==> src/rtl/disp_lr_check.sv <==
// rtl/disp_lr_check.sv - streaming left-right consistency checker for disparity pairs
//
// Purpose:
//   Checks the left disparity of each pixel against the right disparity recorded
//   d columns earlier in the same row (d = integer part of disp_L). A pixel that
//   passes is forwarded unchanged; a pixel whose reference lies outside the
//   history window or the row, or whose disparities differ by more than THRESH,
//   is replaced and flagged. Two-stage pipeline, one pixel per cycle.
//
// Ports:
//   clk         in   rising-edge clock
//   rst         in   synchronous active-low reset (priority over clken)
//   clken       in   global enable; low freezes every register
//   width       in   row length in pixels (0 treated as 1), sampled at column 0
//   valid_in    in   pixel strobe, accepted when clken is high
//   disp_L      in   left disparity of the current pixel
//   disp_R      in   right disparity of the current pixel
//   valid_out   out  checked pixel valid
//   disp_out    out  checked disparity (or replacement code on reject)
//   reject_out  out  pixel failed the check, qualified by valid_out
//   row_end     out  high with valid_out for the last pixel of a row
//
// Configuration macro:
//   LRC_OCC_FILL_EN  rejected pixels carry the last passing disp_L of the row
//                    instead of INVALID_VAL

module disp_lr_check #(
    parameter int               WIDTH       = 16,
    parameter int               FRAC        = 4,
    parameter int               MAXD        = 128,
    parameter int               THRESH      = 16,
    parameter logic [WIDTH-1:0] INVALID_VAL = '0
) (
    input  logic             clk,
    input  logic             rst,
    input  logic             clken,
    input  logic [10:0]      width,
    input  logic             valid_in,
    input  logic [WIDTH-1:0] disp_L,
    input  logic [WIDTH-1:0] disp_R,
    output logic             valid_out,
    output logic [WIDTH-1:0] disp_out,
    output logic             reject_out,
    output logic             row_end
);

    localparam int AW = $clog2(MAXD);
    localparam int DW = WIDTH - FRAC;
    localparam int CW = (DW > 11) ? DW : 11;

    // ------------------------------------------------------------------
    // Column tracking
    // ------------------------------------------------------------------
    logic        accept;
    logic [10:0] col;
    logic [10:0] width_r;
    logic [10:0] w_in;
    logic [10:0] cur_w;
    logic        last;

    assign accept = valid_in & clken;
    assign w_in   = (width == 11'd0) ? 11'd1 : width;
    // At column 0 the freshly sampled width already governs this pixel.
    assign cur_w  = (col == 11'd0) ? w_in : width_r;
    assign last   = (col == (cur_w - 11'd1));

    // ------------------------------------------------------------------
    // Right-disparity history and reference selection
    // ------------------------------------------------------------------
    logic [WIDTH-1:0] hist [MAXD];
    logic [DW-1:0]    d;
    logic             d_big;
    logic             d_gt_col;
    logic [AW-1:0]    rd_idx;
    logic [WIDTH-1:0] dr_sel;

    assign d        = disp_L[WIDTH-1:FRAC];
    assign d_big    = (d >> AW) != '0;
    assign d_gt_col = CW'(d) > CW'(col);
    // Modular subtraction on the low bits gives (col - d) mod MAXD directly.
    assign rd_idx   = col[AW-1:0] - d[AW-1:0];
    // d = 0 refers to the pixel being written this cycle, so bypass the buffer.
    assign dr_sel   = (d == '0) ? disp_R : hist[rd_idx];

    always_ff @(posedge clk) begin
        if (rst && accept) begin
            hist[col[AW-1:0]] <= disp_R;
        end
    end

    // ------------------------------------------------------------------
    // Stage 1 datapath registers
    // ------------------------------------------------------------------
    logic             s1_valid;
    logic [WIDTH-1:0] s1_dl;
    logic [WIDTH-1:0] s1_dr;
    logic             s1_bad;
    logic             s1_last;
    logic             s1_first;

    always_ff @(posedge clk) begin
        if (rst && accept) begin
            s1_dl    <= disp_L;
            s1_dr    <= dr_sel;
            s1_bad   <= d_big | d_gt_col;
            s1_last  <= last;
            s1_first <= (col == 11'd0);
        end
    end

    // ------------------------------------------------------------------
    // Stage 2 compare
    // ------------------------------------------------------------------
    logic signed [WIDTH:0] diff;
    logic        [WIDTH:0] adiff;
    logic                  too_far;
    logic                  reject;
    logic [WIDTH-1:0]      rej_val;

    assign diff    = $signed({1'b0, s1_dl}) - $signed({1'b0, s1_dr});
    assign adiff   = diff[WIDTH] ? (~diff + 1'b1) : diff;
    assign too_far = adiff > (WIDTH+1)'(THRESH);
    assign reject  = s1_bad | too_far;

`ifdef LRC_OCC_FILL_EN
    logic [WIDTH-1:0] fill_r;

    // The column-0 pixel sees an empty fill before its own evaluation.
    assign rej_val = s1_first ? '0 : fill_r;

    always_ff @(posedge clk) begin
        if (!rst) begin
            fill_r <= '0;
        end else if (clken && s1_valid) begin
            if (!reject) begin
                fill_r <= s1_dl;
            end else if (s1_first) begin
                fill_r <= '0;
            end
        end
    end
`else
    logic unused_first;

    assign rej_val      = INVALID_VAL;
    assign unused_first = s1_first;
`endif

    // ------------------------------------------------------------------
    // Control state and outputs
    // ------------------------------------------------------------------
    always_ff @(posedge clk) begin
        if (!rst) begin
            col        <= 11'd0;
            width_r    <= 11'd1920;
            s1_valid   <= 1'b0;
            valid_out  <= 1'b0;
            disp_out   <= '0;
            reject_out <= 1'b0;
            row_end    <= 1'b0;
        end else if (clken) begin
            s1_valid  <= accept;
            valid_out <= s1_valid;
            if (accept) begin
                if (col == 11'd0) begin
                    width_r <= w_in;
                end
                col <= last ? 11'd0 : (col + 11'd1);
            end
            // Data outputs only change when a real pixel leaves stage 2;
            // bubbles leave the last pixel's values in place.
            if (s1_valid) begin
                disp_out   <= reject ? rej_val : s1_dl;
                reject_out <= reject;
                row_end    <= s1_last;
            end
        end
    end

endmodule

==> config.mk <==
export PLATFORM = sky130hd
export DESIGN_NAME = disp_lr_check
export DESIGN_NICKNAME = d
export VERILOG_FILES = /design/src/rtl/disp_lr_check.sv
export SDC_FILE = /design/constraint.sdc
export NUM_CORES = 2
export LEC_CHECK = 0
export ABC_CLOCK_PERIOD_IN_PS = 15350
export CAP_MARGIN = 20
export CORE_MARGIN = 2
export CORE_UTILIZATION = 38
export DETAILED_ROUTE_END_ITERATION = 10
export GPL_ROUTABILITY_DRIVEN = 1
export PLACE_DENSITY_LB_ADDON = 0.15
export SLEW_MARGIN = 20
export SYNTH_ARGS = -nofsm -noshare
export SYNTH_HDL_FRONTEND = slang
export SYNTH_SLANG_ARGS = --single-unit
export TNS_END_PERCENT = 50
==> constraint.sdc <==
create_clock -name clk -period 15.35 [get_ports clk]
set_clock_uncertainty 0.2 [all_clocks]
set_input_delay 3.07 -clock clk [delete_from_list [all_inputs] [get_ports clk]]
set_output_delay 3.07 -clock clk [all_outputs]
set_load 0.01 [all_outputs]
==> impl_metrics.yaml <==
outcome:
  status: "finished, final reports clean"
power:
  p_leak_uw: 0.0294
  power_density_nw_per_um2: 133
  ir_drop_mv: 0.116
clocking:
  post-cts-setup-buffers: 0
  cts_sinks: 2124
  cts_tree: "built"
  path_clk_slew_ns: 0.06
  cts_resized: 0
  clk_path_buf_depth: 3
  htreeDepth: 4
  cts_root_buf: "clkbuf_16"
  insertion_delay_ns: 0.85
  postCtsHoldBufs: 0
  cts_made_buffers: 215
placed_design:
  hpwl_mm: 130
  port_buffers: 65
  dp_slack_ns: 5.96
  place.gp.congestion: 0.773
  post_dp_cell_area_sq_um: 88800
hold_path:
  hold_class: "reg -> reg"
floorplan:
  die_area_sq_um: 224000
  start_util_pct: 38.1
  coreArea_sq_um: 219000
  die_x_um: 473
  die_y_um: 473
  ios: 66
  rows: 172
yosys:
  synth.most_common_cell: "edfxtp_1"
  synth_top_area_cell: "edfxtp_1"
  ys_top_cells_by_count: "2082 x edfxtp_1, 672 x mux4_2, 188 x nor2_1"
  syn_inst: 3713
  syn_nets: 3799
  yosysUniqueCellTypes: 71
  synthFlopType: "edfxtp_1"
  syn_area_sq_um: 83600
  synth-seq-cells: 2124
  synth_edf_count: 2082
  ys_seq_area_share_pct: 75.8
  synth-async-reset-ratio_pct: 0
  synth.area.top_cells: "edfxtp_1 75%, mux4_2 18%, dfxtp_1 1.0%"
  synth_top_area_share_pct: 74.8
  ys_warn_count: 0
  avgSynthCellArea_sq_um: 22.5
timing:
  tightest_slew_ns: 1.11
  layout_worst_path_cycle_share_pct: 55.1
  rsz0062_at_grt: "no"
  fin_tns_setup_ns: 0
  setup_viol: 0
  fin_ws_ns: 6.89
  slew_headroom_pct: 25.7
  drv_slew: 0
  fin_crit_ns: 8.46
  finalHoldViolCount: 0
  hold_slack_ns: 0.261
  max_clock_freq_ghz: 0.118
drt:
  wl_per_cell_um: 32.8
  drtPass1Iterations: 5
  drtIter0Drc: 4575
  viasPerCell: 5.66
  drc_errors: 0
  ant_nets: 0
  vias: 39663
  drt-total-wl_mm: 230
critical_path:
  reg2reg_depth: 11
  cp_max_fo: 131
  critPathRequiredTime_ns: 15.73
  r2r_slack_ns: 9.11
  worstReg2RegStart: "col[0]"
  critical_path.max_stage_delay_ns: 1.22
  cp_slowest_cell: "fa_4"
  worst_setup_path_endpoint: "s1_dr[5]"
  crit_path_start: "disp_L[4]"
  cp-end-kind: "register"
  path_class: "in -> reg"
  crit_arrival_ns: 8.84
  startpoint_type: "input port"
  crit_chain: "clkdlybuf4s50_1 -> ha_1 -> inv_1 -> fa_4 -> buf_12 -> buf_4 -> mux4_2 -> mux4_2 -> mux4_2 -> mux2i_1 -> a21oi_1"
  regToRegEndpoint: "s1_dr[5]"
  path_common_cell: "mux4_2"
finish:
  num-nets-final: 4033
  fillCellCount: 18578
  syn_to_final_growth_pct: 14.2
  final_util_pct: 43.6
  stdcell_area_sq_um: 95400
  drive_gt1_share_pct: 30.4
grt:
  grt_max_degree: 132
  overflow: 0
  grt_pass1_vias: 40696
  antenna_found_initial: 31
  grt_use_total_pct: 20.6
  grt_pass1_wl_mm: 322
flow_run:
  maxCapViolCount: 0
-- how the worst min path moves through the flow --
| stage | cells past startpoint | end | start |
|---|---|---|---|
| 2_1_floorplan | 2 | width_r[10] | width_r[10] |
| 3_3_place_gp | 2 | disp_out[0] | disp_out[0] |
| 3_5_place_dp | 2 | disp_out[7] | disp_out[7] |
| 4_1_cts | 2 | disp_out[7] | disp_out[7] |
| 5_1_grt | 2 | disp_out[5] | disp_out[5] |
| 6_report | 2 | disp_out[7] | disp_out[7] |
-- layer usage --
metal / vias to the layer above / global-route usage (%) / share of wire (%)
met4: 8 / 5.78 / 2.6
li1: 16253 / - / -
met3: 298 / 4.67 / 7.1
met1: 21834 / 28.6 / 43
met5: - / 0 / 0.021
met2: 1270 / 32.6 / 48
-- sequential cells by signal (all words and copies together), names as in the netlist --
register,cells
hist,2048
disp_out,16
s1_dl,16
s1_dr,16
col,11
width_r,11
reject_out,1
row_end,1
s1_bad,1
s1_last,1
s1_valid,1
valid_out,1
-- cell usage in the layout (no fill, tap or decap), types with 5 or more instances in the layout --
| master | count |
|---|---|
| edfxtp_1 | 2082 |
| mux4_2 | 672 |
| clkbuf_16 | 217 |
| buf_4 | 144 |
| nor2_1 | 97 |
| nand2_1 | 86 |
| clkbuf_1 | 60 |
| inv_1 | 57 |
| nor2_2 | 50 |
| clkdlybuf4s50_1 | 49 |
| a21oi_1 | 46 |
| clkinv_1 | 44 |
| dfxtp_1 | 42 |
| nor2_4 | 41 |
| clkinv_2 | 38 |
| ha_1 | 36 |
| mux2i_1 | 31 |
| nand3_1 | 29 |
| o21ai_0 | 23 |
| xnor2_1 | 22 |
| a21o_1 | 16 |
| nand4_1 | 14 |
| clkinvlp_4 | 13 |
| a21boi_0 | 12 |
| o21ai_2 | 11 |
| nor3_1 | 10 |
| and2_1 | 10 |
| bufinv_16 | 10 |
| buf_12 | 9 |
| nor4_1 | 8 |
| a31oi_1 | 8 |
| o211ai_1 | 8 |
| nand2b_1 | 8 |
| xor2_1 | 7 |
| and3_1 | 7 |
| inv_6 | 6 |
| diode_2 | 5 |
| mux2_2 | 5 |
| xnor2_2 | 5 |
| o31ai_1 | 5 |
-- final cells by class --
cell class,instances,area [sq um],area share [%]
flip-flops and latches,2124,63400,66.4
multi-input cells,1344,19800,20.8
clock buffers,277,5660,5.93
well taps,2871,3590,3.76
repair buffers,204,1810,1.89
clock inverters,120,971,1.02
inverters,58,218,0.228
diodes,5,12.5,0.0131
-- worst max-delay path, delay by kind of cell --
family | cells | cell delay, ns
buffers and inverters | 4 | 2.23
muxes | 4 | 1.84
adders and majority gates | 2 | 1.43
AOI/OAI and AO/OA | 1 | 0.10
-- kinds of logic after synthesis --
kind of cell / Yosys count / synth area share [%]
buffers and inverters: 245 / 1.12
XOR/XNOR: 36 / 0.395
AND/OR/NAND/NOR: 393 / 2.14
flip-flops: 2124 / 75.8
adder cells (fa/ha/maj): 39 / 0.602
multiplexers: 708 / 18.5
AO/OA/AOI/OAI: 168 / 1.37
-- power by group --
group / switching [uW] / internal (uW)
clock: 2230 / 2770
sequential: 13.5 / 6380
combinational: 743 / 569
-- through the flow --
step	total power (uW)	std cells
6_report	12700	7003
5_1_grt	13100	6999
4_1_cts	12800	6997
3_5_place_dp	7850	6600
3_3_place_gp	7850	6599
2_1_floorplan	7320	3713
Note: power is estimated with default switching activity, not from simulation.
